## src/rtl/level_sequencer_pkg.sv

```systemverilog
// Shared types and default timing constants for the game-flow sequencer.
// Imported by the sequencer and its seconds timer.
package level_sequencer_pkg;

    typedef enum logic [2:0] {
        IDLE,
        COUNTDOWN,
        PLAY,
        LEVEL_DONE,
        FINISH,
        TIMEOUT
    } seq_state_t;

    localparam int N_LEVELS_DEF     = 3;
    localparam int FPS_DEF          = 60;
    localparam int COUNTDOWN_S_DEF  = 3;
    localparam int LEVEL_TIME_S_DEF = 99;
    localparam int DONE_FRAMES_DEF  = 120;
    localparam int GOAL_X_DEF       = 700;

    // Seconds counter width, wide enough for the play time.
    localparam int SEC_W = 7;

endpackage

```

## src/rtl/level_sequencer_sec_timer.sv

```systemverilog
// Frame counter producing one-second events plus a loadable
// seconds down-counter shared by countdown and play phases.
module level_sequencer_sec_timer
    import level_sequencer_pkg::*;
#(
    parameter int FRAMES_PER_SEC = FPS_DEF
) (
    input  logic             clk_40,
    input  logic             rst,
    input  logic             clr,
    input  logic             load,
    input  logic [SEC_W-1:0] load_val,
    input  logic             frame_tick,
    output logic             sec_ev,
    output logic [SEC_W-1:0] value,
    output logic             zero
);

    localparam int FW = (FRAMES_PER_SEC > 1) ? $clog2(FRAMES_PER_SEC) : 1;
    localparam logic [FW-1:0] F_LAST = FW'(FRAMES_PER_SEC - 1);

    logic [FW-1:0] fcnt;

    assign sec_ev = frame_tick && (fcnt == F_LAST);
    assign zero   = (value == '0);

    // Frame counter; a clear discards any tick arriving in the same cycle.
    always_ff @(posedge clk_40) begin
        if (rst || clr) begin
            fcnt <= '0;
        end else if (frame_tick) begin
            fcnt <= sec_ev ? '0 : fcnt + FW'(1);
        end
    end

    // Seconds down-counter; load wins, never wraps below zero.
    always_ff @(posedge clk_40) begin
        if (rst) begin
            value <= '0;
        end else if (load) begin
            value <= load_val;
        end else if (sec_ev && !zero) begin
            value <= value - SEC_W'(1);
        end
    end

endmodule

```

## src/rtl/level_sequencer.sv

```systemverilog
// Game-flow scheduler: start screen, countdown, timed play, level
// completion and win/lose screens; gates player motion and level loads.
module level_sequencer
    import level_sequencer_pkg::*;
#(
    parameter int N_LEVELS       = N_LEVELS_DEF,
    parameter int FRAMES_PER_SEC = FPS_DEF,
    parameter int COUNTDOWN_S    = COUNTDOWN_S_DEF,
    parameter int LEVEL_TIME_S   = LEVEL_TIME_S_DEF,
    parameter int DONE_FRAMES    = DONE_FRAMES_DEF,
    parameter int GOAL_X         = GOAL_X_DEF
) (
    input  logic                        clk_40,
    input  logic                        rst,
    input  logic                        frame_tick,
    input  logic                        m_left,
    input  logic                        gpio,
    input  logic [11:0]                 xpos_player1,
    input  logic [11:0]                 xpos_player2,
    output seq_state_t                  seq_state,
    output logic [$clog2(N_LEVELS)-1:0] level,
    output logic [3:0]                  countdown,
    output logic [6:0]                  time_left,
    output logic                        players_en,
    output logic                        level_load
);

    localparam int LW = $clog2(N_LEVELS);
    localparam int DW = $clog2(DONE_FRAMES + 1);
    localparam logic [LW-1:0]    LAST_LEVEL = LW'(N_LEVELS - 1);
    localparam logic [DW-1:0]    DONE_LAST  = DW'(DONE_FRAMES - 1);
    localparam logic [SEC_W-1:0] CD_VAL     = SEC_W'(COUNTDOWN_S);
    localparam logic [SEC_W-1:0] LT_VAL     = SEC_W'(LEVEL_TIME_S);
    localparam logic [11:0]      GOAL       = 12'(GOAL_X);

    seq_state_t       state_n;
    logic [LW-1:0]    level_n;
    logic [3:0]       countdown_n;
    logic [6:0]       time_left_n;
    logic             level_load_n;
    logic [DW-1:0]    done_cnt;
    logic [DW-1:0]    done_n;
    logic             prev_start;
    logic             start_raw;
    logic             start_ev;
    logic             goal;
    logic             t_clr;
    logic             t_load;
    logic [SEC_W-1:0] t_load_val;
    logic             sec_ev;
    logic [SEC_W-1:0] t_value;
    logic             t_zero;

    assign start_raw = m_left | gpio;
    assign start_ev  = start_raw & ~prev_start;
    assign goal      = (xpos_player1 >= GOAL) && (xpos_player2 >= GOAL);

    level_sequencer_sec_timer #(
        .FRAMES_PER_SEC(FRAMES_PER_SEC)
    ) u_timer (
        .clk_40    (clk_40),
        .rst       (rst),
        .clr       (t_clr),
        .load      (t_load),
        .load_val  (t_load_val),
        .frame_tick(frame_tick),
        .sec_ev    (sec_ev),
        .value     (t_value),
        .zero      (t_zero)
    );

    // Next-state and next-output decode for the flow FSM.
    always_comb begin
        state_n      = seq_state;
        level_n      = level;
        countdown_n  = countdown;
        time_left_n  = time_left;
        level_load_n = 1'b0;
        done_n       = done_cnt;
        t_load       = 1'b0;
        t_load_val   = CD_VAL;
        unique case (seq_state)
            IDLE: begin
                if (start_ev) begin
                    state_n      = COUNTDOWN;
                    level_n      = '0;
                    countdown_n  = 4'(COUNTDOWN_S);
                    level_load_n = 1'b1;
                    t_load       = 1'b1;
                end
            end
            COUNTDOWN: begin
                if (sec_ev && !t_zero) begin
                    if (t_value == SEC_W'(1)) begin
                        state_n     = PLAY;
                        countdown_n = '0;
                        time_left_n = 7'(LEVEL_TIME_S);
                        t_load      = 1'b1;
                        t_load_val  = LT_VAL;
                    end else begin
                        countdown_n = 4'(t_value - SEC_W'(1));
                    end
                end
            end
            PLAY: begin
                if (goal) begin
                    state_n = LEVEL_DONE;
                end else if (sec_ev && !t_zero) begin
                    if (t_value == SEC_W'(1)) begin
                        state_n     = TIMEOUT;
                        time_left_n = '0;
                    end else begin
                        time_left_n = 7'(t_value - SEC_W'(1));
                    end
                end
            end
            LEVEL_DONE: begin
                if (frame_tick) begin
                    if (done_cnt == DONE_LAST) begin
                        if (level == LAST_LEVEL) begin
                            state_n = FINISH;
                        end else begin
                            state_n      = COUNTDOWN;
                            level_n      = level + LW'(1);
                            countdown_n  = 4'(COUNTDOWN_S);
                            level_load_n = 1'b1;
                            t_load       = 1'b1;
                        end
                    end else begin
                        done_n = done_cnt + DW'(1);
                    end
                end
            end
            FINISH, TIMEOUT: begin
                if (start_ev) begin
                    state_n     = IDLE;
                    level_n     = '0;
                    time_left_n = '0;
                end
            end
            default: begin
                state_n     = IDLE;
                level_n     = '0;
                countdown_n = '0;
                time_left_n = '0;
            end
        endcase
        t_clr = (state_n != seq_state);
        if (t_clr) begin
            done_n = '0;
        end
    end

    // Registered state, outputs, done-frame count and start edge detect.
    always_ff @(posedge clk_40) begin
        if (rst) begin
            seq_state  <= IDLE;
            level      <= '0;
            countdown  <= '0;
            time_left  <= '0;
            players_en <= 1'b0;
            level_load <= 1'b0;
            done_cnt   <= '0;
            prev_start <= 1'b0;
        end else begin
            seq_state  <= state_n;
            level      <= level_n;
            countdown  <= countdown_n;
            time_left  <= time_left_n;
            players_en <= (state_n == PLAY);
            level_load <= level_load_n;
            done_cnt   <= done_n;
            prev_start <= start_raw;
        end
    end

endmodule

```

## config.mk

```make
export PLATFORM = sky130hd
export DESIGN_NAME = level_sequencer
export DESIGN_NICKNAME = d
export VERILOG_FILES = /design/src/rtl/level_sequencer_pkg.sv /design/src/rtl/level_sequencer_sec_timer.sv /design/src/rtl/level_sequencer.sv
export SDC_FILE = /design/constraint.sdc
export NUM_CORES = 1
export LEC_CHECK = 0
export BUFFER_PORTS_ARGS = -buffer_cell sky130_fd_sc_hd__buf_2
export CORE_AREA = 2 2 86 88
export CTS_BUF_LIST = sky130_fd_sc_hd__clkbuf_16
export DETAILED_ROUTE_END_ITERATION = 16
export DIE_AREA = 0 0 88 90
export SLEW_MARGIN = 20
export SYNTH_ARGS = -nofsm -noshare
export SYNTH_HDL_FRONTEND = slang
export SYNTH_SLANG_ARGS = --single-unit
```

## constraint.sdc

```tcl
create_clock -name clk_40 -period 3.53 [get_ports clk_40]
set_input_delay 0.5295 -clock clk_40 [delete_from_list [all_inputs] [get_ports clk_40]]
set_output_delay 0.5295 -clock clk_40 [all_outputs]
set_load 0.01 [all_outputs]
```

==> flow_summary_export.csv <==
group,metric,value,unit
worst_setup_path,crit_buf_inv,1,
worst_setup_path,cpPeakStageDelay,670,ps
pwr,switching_share,0.246,
drt,wl_per_cell,13.1,um
global_routing,grt_pass1_wl,8.67,mm
worst_setup_path,worstPathMaxFanout,18,
global_routing,grt_overflow,0,
drt,dr.pass1.iters,4,
clocking,clockRootBuffer,"clkbuf_16",
clocking,htree_levels,2,
sta,min_period,2480,ps
pwr,p_switching,0.000249,W
clocking,cts.sinks,39,
yosys,syn_nets,297,
clocking,clockBufferDepth,2,
pwr,combPwrFrac,0.131,
yosys,ys_seq_elements,39,
finish,syn2layout_area_growth,19.3,%
die,rows,31,
drt,drtAntennaViolNets,0,
clocking,insertion_delay,280,ps
worst_setup_path,worstSetupPathType,"reg -> reg",
global_routing,grt_pass1_vias,1830,
finish,finalNetCount,336,
pwr,p_leak,1.08,nW
pwr,finalPower,0.00101,W
sta,setup_viol,0,
die,die_area,0.00792,sq mm
outcome,status,"complete, no violations",
yosys,synth_common_cells,"39 x dfxtp_1, 25 x nor2_1, 22 x nand2_1, 20 x nor3_1",
global_routing,grt_max_degree,26,
yosys,synth_most_common_cell,"dfxtp_1",
yosys,synth_edf_count,0,
pwr,power.density,385,mW/mm^2
die,start_util,0.314,
clocking,clk_pin_slew,60,ps
sta,max_freq,403,MHz
sta,fin_skew,3.07,ps
worst_setup_path,crit_path_top_delay_cell,"dfxtp_1",
worst_setup_path,cp.required,3700,ps
finish,drive_above_1_share,0.202,
clocking,post_cts_buffers,0,
pwr,peakVddDrop,0.200,mV
finish,fin_util,0.374,
yosys,synth_area_leaders,"dfxtp_1 35%, xor2_1 4.8%, nor3_1 4.5%, nor2_1 4.3%, nand2_1 3.7%",
clocking,holdBufCountCts,0,
drt,vias,2043,
pwr,clkPwrFrac,0.413,
sta,period_share,0.703,
drt,dr.first_iter.drc_count,131,
yosys,synth_cells,262,
sta,hold_viol_final,0,
worst_setup_path,crit_arrival,2650,ps
clocking,ctsResizeCount,0,
yosys,synth_cell_type_count,56,
worst_setup_path,end_kind,"flop",
yosys,ys_seq_area_frac,0.354,
placement,portBuffers,42,
finish,multiInputGateArea,0.00135,sq mm
drt,via_per_inst,5.09,
worst_setup_path,r2r_slack,1050,ps
yosys,async_flop_share,0,
yosys,synth_area_leader_cell,"dfxtp_1",
yosys,postSynthAreaPerCell,8.41,sq um
pwr,power_frac_seq,0.456,
global_routing,grt_usage,0.136,
clocking,cts_tree,"yes",
yosys,ys.flop_type,"dfxtp_1",
hold_path,hp-class,"reg -> reg",
drt,postRouteWirelength,5.25,mm
die,die_y,90,um
die,die_width,88,um
worst_setup_path,crit_family,"compound AO/OA/AOI/OAI gates",
placement,gp_congestion,0.818,
finish,fillers,734,
yosys,syn_area,0.00220,sq mm
worst_setup_path,crit_chain,"inv_1 > or4_1 > a32oi_1 > o211ai_1 > o211a_1",
yosys,yosys_warnings,0,
finish,layout.area.seq,781,sq um
yosys,yosysTopAreaCellShare,0.354,
placement,dp_hpwl,3.99,mm
die,ios,47,
worst_setup_path,crit_path_start_kind,"flop",
sta,tightestPinTransition,663,ps
sta,finalSetupTns,0,ps
die,core_area,0.00702,sq mm
pwr,internal_power,0.000763,W
sta,grt_setup_unrepaired,"no",
clocking,numCtsBuffers,5,
finish,n_antenna_cell,0,
global_routing,antenna_found_initial,0,
flow_run,drv_cap,0,
drt,drc,0,
sta,relSlewSlack,0.558,
sta,slew_violations,0,
==> cell type report <==
class / instances / area share
Multi-Input combinational cell: 206 / 0.512
Sequential cell: 39 / 0.297
Timing Repair Buffer: 43 / 0.0829
Clock buffer: 5 / 0.0476
Tap cell: 99 / 0.0471
Inverter: 6 / 0.00857
Clock inverter: 3 / 0.00476
==> sequential cells by signal, summed over array words and instances (netlist names) <==
register / count
countdown: 4
done_cnt: 7
level: 2
level_load: 1
players_en: 1
prev_start: 1
seq_state: 3
time_left: 7
u_timer.fcnt: 6
u_timer.value: 7
==> cell usage in the layout (no fill, tap or decap), types with 3 or more instances in the layout <==
cell type,n
xnor2_1,7
o21ai_0,12
dfxtp_1,39
ha_1,6
nor4_1,7
nand3_1,7
clkbuf_16,5
o22ai_1,3
a32oi_1,3
nor2_1,25
a21oi_1,8
nor3_1,20
nor3b_1,5
o211a_1,5
buf_2,42
o22a_1,4
xor2_1,12
nand4_1,6
and2_1,3
mux2i_1,4
nor2b_1,4
inv_1,8
nand2_1,22
o211ai_1,3
==> power by group through the flow <==
stage	clock [W]	sequential (W)	combinational, W
3_5_place_dp	0	0.000472	0.000133
3_3_place_gp	0	0.000471	0.000132
2_1_floorplan	0	0.000470	0.0000915
6_report	0.000418	0.000462	0.000132
4_1_cts	0.000434	0.000462	0.000133
5_1_grt	0.000454	0.000464	0.000148
==> worst register-to-register path, stage by stage (launching register included) <==
cell	delay, ps
dfxtp_1	670
inv_1	210
or4_1	570
a32oi_1	560
o211ai_1	200
o211a_1	170
==> cell families (layout without fill, tap and decap cells) <==
group | count (synthesis) | count (layout) | synth area share
buf+inv | 17 | 57 | 0.0352
fa+ha+maj | 6 | 6 | 0.0341
mux | 4 | 4 | 0.0182
compound gates | 56 | 56 | 0.186
simple gates | 121 | 121 | 0.297
xor+xnor | 19 | 19 | 0.0755
flops | 39 | 39 | 0.354
==> routing by layer <==
| layer | part of all wire | GRT usage | vias to the layer above |
|---|---|---|---|
| met3 | 0.052 | 0.0294 | 6 |
| li1 | - | - | 1047 |
| met5 | 0 | 0 | - |
| met4 | 0.013 | 0.0423 | 0 |
| met1 | 0.50 | 0.186 | 937 |
| met2 | 0.44 | 0.210 | 53 |
==> path summary, 6_finish.rpt <==
check	cells past startpoint	end	start
setup / recovery	5	countdown[0]	seq_state[1]
hold / removal	2	time_left[2]	time_left[2]
setup reg to reg	5	countdown[0]	seq_state[1]
hold reg to reg	2	time_left[2]	time_left[2]
==> metrics by stage <==
stage	instance area (sq um)	cells	hold slack (ps)	worst slack, ps
final	2630	401	468	1050
after global routing	2630	401	480	889
after CTS	2630	401	467	1060
after detailed placement	2490	393	459	1070
after global placement	2490	393	458	1110
after floorplan	2200	262	480	1410
Power figures use the tool's default switching activity.
